`src/rtl/fb_port_arbiter.sv`:
```
// rtl/fb_port_arbiter.sv - framebuffer single-port RAM arbiter between display reads and matrix-result writes
module fb_port_arbiter #(
    parameter int ADDR_W = 17,
    parameter int DATA_W = 8,
    parameter int CNT_W  = 16
) (
    input  logic              clk,
    input  logic              reset_n,
    input  logic              hblank,
    input  logic              vblank,
    input  logic              rd_req,
    input  logic [ADDR_W-1:0] rd_addr,
    output logic              rd_valid,
    output logic [DATA_W-1:0] rd_data,
    input  logic              wr_valid,
    input  logic [ADDR_W-1:0] wr_addr,
    input  logic [DATA_W-1:0] wr_data,
    output logic              wr_ready,
    output logic              mem_en,
    output logic              mem_we,
    output logic [ADDR_W-1:0] mem_addr,
    output logic [DATA_W-1:0] mem_wdata,
    input  logic [DATA_W-1:0] mem_rdata,
    output logic              rd_drop,
    output logic              frame_tick,
    output logic [CNT_W-1:0]  wr_stall_cnt,
    output logic [CNT_W-1:0]  rd_drop_cnt
);

    localparam logic [CNT_W-1:0] CNT_MAX = '1;

    logic             active;
    logic             rd_grant;
    logic             wr_grant;
    logic             stall_evt;
    logic             drop_evt;
    logic             vblank_q;
    logic             vblank_rise;
    logic             rd_pend;
    logic [CNT_W-1:0] stall_live;
    logic [CNT_W-1:0] drop_live;

    // Display owns the port during active video; the writer owns it in blanking.
    always_comb begin
        active      = !hblank && !vblank;
        wr_ready    = reset_n && (active ? !rd_req : 1'b1);
        wr_grant    = wr_valid && wr_ready;
        rd_grant    = reset_n && rd_req && (active || !wr_valid);
        stall_evt   = wr_valid && !wr_ready;
        drop_evt    = reset_n && rd_req && !rd_grant;
        vblank_rise = vblank && !vblank_q;
    end

    // RAM read data is one cycle behind the registered request, so it is passed straight through.
    assign rd_data = mem_rdata;

    always_ff @(posedge clk) begin
        if (!reset_n) begin
            mem_en    <= 1'b0;
            mem_we    <= 1'b0;
            mem_addr  <= '0;
            mem_wdata <= '0;
            rd_pend   <= 1'b0;
            rd_valid  <= 1'b0;
            rd_drop   <= 1'b0;
        end else begin
            mem_en   <= rd_grant || wr_grant;
            mem_we   <= wr_grant;
            rd_pend  <= rd_grant;
            rd_valid <= rd_pend;
            rd_drop  <= drop_evt;
            if (wr_grant) begin
                mem_addr  <= wr_addr;
                mem_wdata <= wr_data;
            end else if (rd_grant) begin
                mem_addr <= rd_addr;
            end
        end
    end

    // Events in the vblank edge cycle belong to the new frame, so they seed the cleared counters.
    always_ff @(posedge clk) begin
        if (!reset_n) begin
            vblank_q     <= 1'b0;
            frame_tick   <= 1'b0;
            stall_live   <= '0;
            drop_live    <= '0;
            wr_stall_cnt <= '0;
            rd_drop_cnt  <= '0;
        end else begin
            vblank_q   <= vblank;
            frame_tick <= vblank_rise;
            if (vblank_rise) begin
                wr_stall_cnt <= stall_live;
                rd_drop_cnt  <= drop_live;
                stall_live   <= {{(CNT_W-1){1'b0}}, stall_evt};
                drop_live    <= {{(CNT_W-1){1'b0}}, drop_evt};
            end else begin
                if (stall_evt && stall_live != CNT_MAX) begin
                    stall_live <= stall_live + 1'b1;
                end
                if (drop_evt && drop_live != CNT_MAX) begin
                    drop_live <= drop_live + 1'b1;
                end
            end
        end
    end

endmodule

```
`config.mk`:
```
export PLATFORM = sky130hd
export DESIGN_NAME = fb_port_arbiter
export DESIGN_NICKNAME = d
export VERILOG_FILES = /design/src/rtl/fb_port_arbiter.sv
export SDC_FILE = /design/constraint.sdc
export NUM_CORES = 1
export LEC_CHECK = 0
export CAP_MARGIN = 20
export CORE_MARGIN = 8
export CORE_UTILIZATION = 45
export DETAILED_ROUTE_END_ITERATION = 10
export HOLD_SLACK_MARGIN = 0.1
export PLACE_DENSITY_LB_ADDON = 0.15
export REMOVE_ABC_BUFFERS = 1
export SLEW_MARGIN = 0
export SYNTH_ARGS = -nofsm -noshare
export SYNTH_HDL_FRONTEND = slang
export SYNTH_SLANG_ARGS = --single-unit
```
`constraint.sdc`:
```
create_clock -name clk -period 2.5 [get_ports clk]
set_input_delay 0.625 -clock clk [delete_from_list [all_inputs] [get_ports clk]]
set_output_delay 0.625 -clock clk [all_outputs]
set_load 0.05 [all_outputs]
```
==> flow_summary.toml <==
[status]
status = "finished clean"

[routing]
vias = 3314
drt.antenna.violating_nets = 0
dr.pass1.iters = 4
drc = 0
viasPerCell = 5.36
drt_iter0_drc = 175
routed_wirelength_um = 9500
wire_per_inst_um = 15.4

[timing]
report.final.slew_viol_count = 0
tightest_slew_ns = 0.538
rsz0062_at_grt = "no"
report.final.hold_viol_count = 0
slew-limit-headroom_pct = 64.0
finalSetupViolCount = 0
fin_ws_ns = 0.103
finalCritPeriodShare_pct = 95.9
period_needed_ns = 2.40
max_clock_freq_mhz = 417
finalClockSkew_ns = 0.00952

[min_path]
hold_start = "rd_pend"
whs_endpoint = "rd_valid"
hold_class = "reg2reg"
hold_depth = 1

[floorplan]
fp-row-count = 33
die_y_um = 108
dieArea_mm2 = 0.0116
core_area_mm2 = 0.00818
die_w_um = 108
start_util_pct = 46.3
ioPinCount = 127

[pwr]
cellPowerDensity_mw_per_mm2 = 584
power.leakage_uw = 0.00186
irDropWorstVdd_v = 0.000269

[critical_path]
reg2reg_from = "stall_live[0]"
cp-end-kind = "output port"
reg2reg_depth = 6
reg2reg_to = "stall_live[13]"
critPathArrivalTime_ns = 1.77
r2r_slack_ns = 0.53
cp.required_ns = 1.88
start_kind = "primary input"
path_class = "in2out"
path_max_fanout = 4

[global_routing]
grt_pass1_wl_um = 15200
grt_overflow = 0
antenna_found_initial = 1
grt_use_total_pct = 16.2
grt_max_degree = 35
grt_pass1_vias = 3171

[clock_network]
cts-root-buf = "clkbuf_8"
cts_buffers = 9
cts_sinks = 96
clockBufferDepth = 2
clk_pin_slew_ns = 0.09
cts_tree = "yes"
ctsHoldBuffers = 0
htreeDepth = 3
clk_latency_ns = 0.37

[synth]
synth_xor_area_share_pct = 4.86
syn_area_mm2 = 0.00378
synth.area.top_cells = "dfxtp_1 (51%), a22o_1 (7.4%), xnor2_1 (4.9%)"
muxShareOfSynthArea_pct = 0
synth_commonest_cells = "dfxtp_1 (96), nand2_1 (48), a22o_1 (32)"
yosys_warnings = 0
yosys.area_share.simple_pct = 20.1
ys.flop_type = "dfxtp_1"
avgSynthCellArea_um2 = 9.48
netlist.area_leader.share_pct = 50.8
synth_adder_area_share_pct = 0.662
ys_seq_elements = 96
synth_edf_count = 0
synth-async-reset-ratio_pct = 0
synth_compound_area_share_pct = 18.7
ys_seq_area_share_pct = 50.8
ys_types = 42
synth.largest_area_cell = "dfxtp_1"
netlist_instances = 399
synthMostInstantiatedCell = "dfxtp_1"
synth_top_family_by_area = "simple AND/OR/NAND/NOR gates"

[layout]
fin_area_mm2 = 0.00525
syn_to_final_growth_pct = 38.9
layout-drive-gt1-share_pct = 9.96
layout.nets = 565

[place]
io_buffers = 110
dpl_worst_slack_ns = -0.0306
dp_hpwl_um = 7140
place_area_mm2 = 0.00504
gp_congestion = 0.802

[flow_run]
max-cap-violations = 0
cells in the final DEF (no fill, tap or decap), types with 5 or more instances in the layout:
cell type,count
a21oi_1,24
a22o_1,32
a22oi_1,17
buf_4,18
clkbuf_8,9
clkdlybuf4s50_1,107
dfxtp_1,96
nand2_1,48
nand3_1,13
nand4_1,5
nor2_1,31
nor3_1,9
nor4_1,9
o21ai_0,14
xnor2_1,21
layer usage:
metal / share of wire, % / routed length [µm] / global-route usage (%) / up-vias
met5: 0 / 0 / 0 / -
met4: 0.92 / 87 / 4.86 / 0
met3: 9.5 / 901 / 7.37 / 10
met2: 46 / 4390 / 25.2 / 108
met1: 43 / 4120 / 19.5 / 1554
li1: - / - / - / 1642
area by class of cell:
type | count | area (µm²)
Clock buffer | 9 | 124
Timing Repair Buffer | 130 | 1290
Multi-Input combinational cell | 266 | 1680
Tap cell | 105 | 131
Inverter | 4 | 15.0
Antenna cell | 1 | 2.50
Fill cell | 675 | 2920
Sequential cell | 96 | 1920
Clock inverter | 7 | 86.3
cells by family after synthesis:
kind of cell             Yosys count
AND/OR/NAND/NOR                  145
buffers and inverters             37
AO/OA/AOI/OAI                     98
flip-flops                        96
XOR/XNOR                          21
adder cells (fa/ha/maj)            2
what timing repair did:
action / in CTS / in global routing
resized for setup: 0 / 2
setup endpoints to repair: 0 / 1
buffers inserted: 0 / 0
worst max-delay path, stage by stage:
cell and delay (ns):
clkdlybuf4s50_1 0.56, nor3b_1 0.08, buf_4 0.15, nor2_1 0.18
buf_12 0.17
power breakdown:
group          internal, µW  switching (µW)  total [µW]
registers              1560            17.9        1580
logic                   176             243         420
clock network           485             582        1070
flip-flops by register name, indices dropped and copies added (netlist names):
name,flops
mem_addr,17
drop_live,16
rd_drop_cnt,16
stall_live,16
wr_stall_cnt,16
mem_wdata,8
frame_tick,1
mem_en,1
mem_we,1
rd_drop,1
rd_pend,1
rd_valid,1
vblank_q,1
metrics by stage:
stage / utilization (%) / total power (µW) / hold slack, ns / instances / TNS [ns]
floorplan: - / 1820 / 0.412 / 366 / 0
global placement: 61.6 / 2040 / 0.423 / 601 / 0
detailed placement: 61.6 / 2040 / 0.434 / 601 / -0.0306
CTS: 64.2 / 3110 / 0.456 / 617 / 0
global route: 64.3 / 3190 / 0.467 / 618 / 0
finish: 64.3 / 3070 / 0.447 / 618 / 0
how the worst max path moves through the flow:
| stage | from | end | slack (ns) | cells past startpoint |
|---|---|---|---|---|
| finish | hblank | wr_ready | 0.10 | 5 |
| global route | hblank | wr_ready | 0.02 | 5 |
| CTS | rd_req | wr_ready | 0.03 | 5 |
| detailed placement | vblank | drop_live[9] | -0.03 | 5 |
| global placement | vblank | drop_live[9] | 0.01 | 5 |
| floorplan | rd_req | mem_addr[0] | 0.07 | 5 |
No activity file was read; power rests on OpenSTA's default activity.
